[src/rtl/register_dump_reader_pkg.sv]
// Shared definitions for the debug register dump reader: defaults and FSM state encoding.
package register_dump_reader_pkg;

  localparam int         BYTES_PER_WORD             = 4;
  localparam int         DEFAULT_DATA_WIDTH         = BYTES_PER_WORD * 8;
  localparam int         DEFAULT_REGISTER_ADDR_BITS = 5;
  localparam logic [7:0] DEFAULT_FRAME_HEADER       = 8'hA5;

  typedef enum logic [2:0] {
    S_IDLE,
    S_HEADER,
    S_CAPTURE,
    S_SEND_ADDR,
    S_SEND_DATA,
    S_FINISH
  } state_t;

endpackage

[src/rtl/register_dump_reader_if.sv]
// Byte stream valid/ready link from the dump reader to the UART transmitter.
interface register_dump_reader_if;

  logic [7:0] byte_data;
  logic       byte_valid;
  logic       byte_ready;

  modport master (output byte_data, output byte_valid, input byte_ready);
  modport slave  (input byte_data, input byte_valid, output byte_ready);

endinterface

[src/rtl/register_dump_reader.sv]
// Walks the register bank debug port and streams header, address and MSB-first data bytes
// for every register over a valid/ready byte link.
module register_dump_reader
  import register_dump_reader_pkg::*;
#(
  parameter int         DATA_WIDTH         = DEFAULT_DATA_WIDTH,
  parameter int         REGISTER_ADDR_BITS = DEFAULT_REGISTER_ADDR_BITS,
  parameter logic [7:0] FRAME_HEADER       = DEFAULT_FRAME_HEADER
) (
  input  logic                          clk,
  input  logic                          reset,
  input  logic                          dump_start,
  output logic [REGISTER_ADDR_BITS-1:0] register_data_debug_address,
  input  logic [DATA_WIDTH-1:0]         register_data_debug,
  register_dump_reader_if.master        byte_stream,
  output logic                          busy,
  output logic                          done
);

  localparam int WORD_BYTES = DATA_WIDTH / 8;
  localparam int CNT_W      = (WORD_BYTES > 1) ? $clog2(WORD_BYTES) : 1;
  localparam logic [CNT_W-1:0]              LAST_BYTE = CNT_W'(WORD_BYTES - 1);
  localparam logic [REGISTER_ADDR_BITS-1:0] LAST_ADDR = '1;

  state_t                        state;
  logic [REGISTER_ADDR_BITS-1:0] addr_cnt;
  logic [CNT_W-1:0]              byte_cnt;
  logic [DATA_WIDTH-1:0]         shift_reg;
  logic                          transfer;

  assign transfer = byte_stream.byte_valid && byte_stream.byte_ready;

  // The bank port is combinational, so the registered counter gives a stable address.
  assign register_data_debug_address = addr_cnt;

  // NOTE: every register here is assigned with <= so all branches see the pre-edge values;
  // a blocking assignment would let later statements observe a half-updated state.
  always_ff @(posedge clk or negedge reset) begin
    if (!reset) begin
      state                  <= S_IDLE;
      addr_cnt               <= '0;
      byte_cnt               <= '0;
      shift_reg              <= '0;
      byte_stream.byte_data  <= '0;
      byte_stream.byte_valid <= 1'b0;
      busy                   <= 1'b0;
      done                   <= 1'b0;
    end else begin
      done <= 1'b0;
      case (state)
        S_IDLE: begin
          if (dump_start) begin
            state    <= S_HEADER;
            addr_cnt <= '0;
            busy     <= 1'b1;
          end
        end

        S_HEADER: begin
          if (!byte_stream.byte_valid) begin
            byte_stream.byte_data  <= FRAME_HEADER;
            byte_stream.byte_valid <= 1'b1;
          end else if (transfer) begin
            byte_stream.byte_valid <= 1'b0;
            state                  <= S_CAPTURE;
          end
        end

        S_CAPTURE: begin
          // Snapshot the word and present its address byte in the same edge.
          shift_reg              <= register_data_debug;
          byte_stream.byte_data  <= 8'(addr_cnt);
          byte_stream.byte_valid <= 1'b1;
          state                  <= S_SEND_ADDR;
        end

        S_SEND_ADDR: begin
          if (transfer) begin
            byte_stream.byte_data <= shift_reg[DATA_WIDTH-1 -: 8];
            shift_reg             <= shift_reg << 8;
            byte_cnt              <= '0;
            state                 <= S_SEND_DATA;
          end
        end

        S_SEND_DATA: begin
          if (transfer) begin
            if (byte_cnt == LAST_BYTE) begin
              byte_stream.byte_valid <= 1'b0;
              if (addr_cnt == LAST_ADDR) begin
                state <= S_FINISH;
                done  <= 1'b1;
                busy  <= 1'b0;
              end else begin
                addr_cnt <= addr_cnt + 1'b1;
                state    <= S_CAPTURE;
              end
            end else begin
              byte_stream.byte_data <= shift_reg[DATA_WIDTH-1 -: 8];
              shift_reg             <= shift_reg << 8;
              byte_cnt              <= byte_cnt + 1'b1;
            end
          end
        end

        S_FINISH: begin
          addr_cnt <= '0;
          state    <= S_IDLE;
        end

        default: state <= S_IDLE;
      endcase
    end
  end

endmodule

[src/flat_wrapper.sv]
// flat-port wrapper written by rule: the top's interface ports become plain ports
module register_dump_reader_flat import register_dump_reader_pkg::*;
#(
  parameter int         DATA_WIDTH         = DEFAULT_DATA_WIDTH,
  parameter int         REGISTER_ADDR_BITS = DEFAULT_REGISTER_ADDR_BITS,
  parameter logic [7:0] FRAME_HEADER       = DEFAULT_FRAME_HEADER
)
  (clk, reset, dump_start, register_data_debug_address, register_data_debug, busy, done, byte_stream_byte_data, byte_stream_byte_valid, byte_stream_byte_ready);
  register_dump_reader_if byte_stream_i ();
  input  logic clk;
  input  logic reset;
  input  logic dump_start;
  output logic [REGISTER_ADDR_BITS-1:0] register_data_debug_address;
  input  logic [DATA_WIDTH-1:0] register_data_debug;
  output logic busy;
  output logic done;
  output wire logic [$bits(byte_stream_i.byte_data)-1:0] byte_stream_byte_data;
  output wire logic [$bits(byte_stream_i.byte_valid)-1:0] byte_stream_byte_valid;
  input wire logic [$bits(byte_stream_i.byte_ready)-1:0] byte_stream_byte_ready;
  assign byte_stream_byte_data = byte_stream_i.byte_data;
  assign byte_stream_byte_valid = byte_stream_i.byte_valid;
  assign byte_stream_i.byte_ready = byte_stream_byte_ready;
  register_dump_reader #(.DATA_WIDTH(DATA_WIDTH), .REGISTER_ADDR_BITS(REGISTER_ADDR_BITS), .FRAME_HEADER(FRAME_HEADER)) u_core (.clk(clk), .reset(reset), .dump_start(dump_start), .register_data_debug_address(register_data_debug_address), .register_data_debug(register_data_debug), .byte_stream(byte_stream_i), .busy(busy), .done(done));
endmodule
[config.mk]
export PLATFORM = sky130hd
export DESIGN_NAME = register_dump_reader_flat
export DESIGN_NICKNAME = d
export VERILOG_FILES = /design/src/rtl/register_dump_reader_pkg.sv /design/src/rtl/register_dump_reader_if.sv /design/src/rtl/register_dump_reader.sv /design/src/flat_wrapper.sv
export SDC_FILE = /design/constraint.sdc
export NUM_CORES = 1
export LEC_CHECK = 0
export CAP_MARGIN = 20
export CORE_AREA = 2 2 77 79
export DETAILED_ROUTE_END_ITERATION = 10
export DIE_AREA = 0 0 79 81
export GPL_ROUTABILITY_DRIVEN = 0
export GPL_TIMING_DRIVEN = 1
export PLACE_DENSITY = 0.76
export SKIP_LAST_GASP = 1
export SYNTH_ARGS = -nofsm -noshare
export SYNTH_HDL_FRONTEND = slang
export SYNTH_SLANG_ARGS = --single-unit
[constraint.sdc]
create_clock -name clk -period 5.4 [get_ports clk]
set_input_delay 0.81 -clock clk [delete_from_list [all_inputs] [get_ports clk]]
set_output_delay 0.81 -clock clk [all_outputs]
set_load 0.03 [all_outputs]
==> summary.md <==
| Metric | Value |
|---|---|
| Vias per std cell | 5.31 |
| Crit. path cell count | 5 |
| Crit-path cells | clkdlybuf4s50_1, and2_1, a22oi_2, o211ai_4, mux2_4 |
| Drt total wl | ~5.3 mm |
| Area of the multi-input gates | between 1000 and 1500 um2 |
| Syn avg cell area | between 10 and 15 um2 |
| I/O Buffers | 51 |
| Predominant post-synthesis flop cell | dfrtp_1 |
| R2R cell count | 5 |
| Fin worst setup slack | between 2 and 3 ns |
| Min Tclk post-route | 2.50 ns |
| Max Freq | 0.400 GHz |
| Clock sink total | 53 |
| Worst setup SP type | primary input |
| Setup violators final | 0 |
| CTS HTree Levels | 2 |
| Clk_lat worst skew | slightly above 0.3 ns |
| Clock Pin Slew Worst Setup and Hold Paths | roughly 0.09 ns |
| Syn Std Cell Area | roughly 2700 um2 |
| Crit path required time | 5.59 ns |
| Min-delay worst type | flop to flop |
| Largest net degree at the start of global routing | 54 |
| Number of synthesized flops with an enable pin | 0 |
| Fin. max-slew vios | 0 |
| TNS Setup | 0 ns |
| Grt total ovfl | 0 |
| Synth unique cells | 47 |
| Die ar. | 6400 um2 |
| Slew margin rel. | ~53% |
| Initial antenna violation count | 0 |
| Endpoint class of the critical path | flop |
| Sequential area share after synthesis | approximately half |
| DR WL/cell | 14.0 um |
| Vias | 1998 |
| First-pass GRT wire length | 8.73 mm |
| Asr flop ratio synth | 100% |
| Post-route cell area | 3370 um2 |
| Setup Buffers After CTS | 0 |
| Pre-CTS WS | 2.59 ns |
| CTS tree | done |
| Clock buffer depth | 2 |
| DRT Pass-1 Iters | 4 |
| CP Data Arrival Time | 2.70 ns |
| Syn Nets | roughly 300 |
| Run status | finished, final reports clean |
| Initial Util | around 48% |
| Post-Place Cell Area | 3250 um2 |
| Hold depth | 1 |
| CTS root buf | clkbuf_8 |
| Nets | 339 |
| Worst ir drop on vdd | between 0.0002 and 0.00025 V |
| P per Cell Area | between 500 and 600 nW/um2 |
| CP Launch Point | byte_stream_byte_ready |
| Die Span Y | 81 um |
| Max cap viols | 0 |
| Final Util | 59.3% |
| Post-route DRC | 0 |
| Number of DRC markers in iteration 0 | 90 |
| Crit-path max FO | 8 |
| Unrepaired setup endpoints after global routing | no |
| Syn. warnings | 0 |
| Antenna viol nets, final | 0 |
| Static leakage | 0.00149 uW |
| Final Cycle Share | 46.3% |
| Synth Instances | 255 |
| CP delay by family, top | compound AO/OA/AOI/OAI gates |
| Reg2reg setup slack | approximately 3.2 ns |
| Slew @ Worst Pin | between 0.7 and 0.8 ns |
| Hold_buf cts | 0 |
| Vias in the first global route | 1968 |
| CORE AREA | 5680 um2 |
| Post-CTS sizing | 0 |
| Post-detail-place hpwl | 3.65 mm |
| Diodes inserted | 0 |
| Top-Level Pins | 52 |
| Crit path max-delay cell type | clkdlybuf4s50_1 |
| Sequential cell area | 1330 um2 |
| Largest register FFs | 32 |
| Row count | 28 |
| Hold_sp | u_core.byte_cnt[0] |
| RR Endpoint | u_core.shift_reg[24] |
| Clock Skew | 0.00806 ns |
| Worst reg2reg path startpoint | u_core.state[2] |
| Synthesized flop and latch total | 53 |
| Buffers & Inverters on Critical Path | 1 |
| CTS Buf Count | 5 |
| Overall Global Routing Usage | 17.3% |
| Crit Path Category | primary input to flop |
| Final Hold Vio Count | 0 |
| Slowest stage delay, CP | ~0.56 ns |
| Layout cell share with drive strength beyond 1 | 8.97% |
| Area delta synth->final | 24.2% |
| Critical path endpoint | u_core.byte_stream.byte_data[0] |
| Fillers | approximately 500 |
| Die X | a little under 80 um |
synthesized netlist by cell type, types with 4 or more instances:
library cell	count	share of area, %
mux2i_1	28	10
inv_1	11	1.5
nand2_1	7	0.97
dfrtp_1	53	49
buf_4	4	1.1
nor2_1	29	4.0
buf_2	7	1.3
nand3_1	12	2.2
o21ai_0	15	2.8
a22o_1	5	1.6
a21oi_1	31	5.7
mux2_4	6	3.3
worst min-delay path by stage:
| stage | endpoint |
|---|---|
| floorplan | u_core.byte_cnt[1] |
| global placement | u_core.byte_cnt[1] |
| detailed placement | u_core.byte_cnt[0] |
| CTS | u_core.byte_cnt[0] |
| global route | u_core.byte_stream.byte_data[1] |
| finish | u_core.byte_cnt[0] |
area by class of cell:
cell class              count  share of cell area (%)
flip-flops and latches     53                    39.4
multi-input cells         175                    36.8
repair buffers             54                    16.3
well taps                  75                    2.79
clock buffers               7                    2.57
inverters                  11                    1.23
clock inverters             1                   0.892
routing by layer:
metal | routed length, um | share of wire [%] | up-vias | global-route usage, %
li1 | - | - | 993 | -
met1 | 2440 | 46 | 935 | 22.5
met2 | 2450 | 47 | 64 | 28.1
met3 | 309 | 5.9 | 6 | 4.56
met4 | 48 | 0.91 | 0 | 6.03
met5 | 0 | 0 | - | 0
per-stage QoR:
step | hold WS, ns | power (uW) | cells
global route | 0.536 | 2030 | 376
detailed placement | 0.493 | 1620 | 368
CTS | 0.506 | 1900 | 376
floorplan | 0.454 | 1420 | 255
finish | 0.503 | 1890 | 376
global placement | 0.470 | 1570 | 367
cells in the final DEF, fill, tap and decap left out, types with 2 or more instances in the layout:
cell	instances
a22o_1	5
mux2_2	2
and2_1	3
dfrtp_1	53
nand2_1	7
a21oi_1	31
mux2i_1	28
clkbuf_8	6
o31ai_1	3
buf_4	2
o22ai_1	2
mux2_4	6
ha_1	3
nand3_1	12
o21ai_0	15
nand2b_1	3
clkdlybuf4s50_1	50
nor2_1	29
inv_1	11
report_power, final:
group | internal, uW | switching (uW) | leakage (uW)
sequential | 560 | 144 | 0.000631
combinational | 429 | 471 | 0.000800
clock | 151 | 130 | 0.0000585
cell families (layout without fill, tap and decap cells):
kind of cell,Yosys count,count (layout),share of synthesized area [%]
adders and majority gates,3,3,1.39
and+or+nand+nor,66,66,12.7
DFF,53,53,49.0
AOI/OAI and AO/OA,70,70,16.7
muxes,36,36,14.5
buffers and inverters,27,73,5.73
Note: power is estimated with default switching activity, not from simulation.
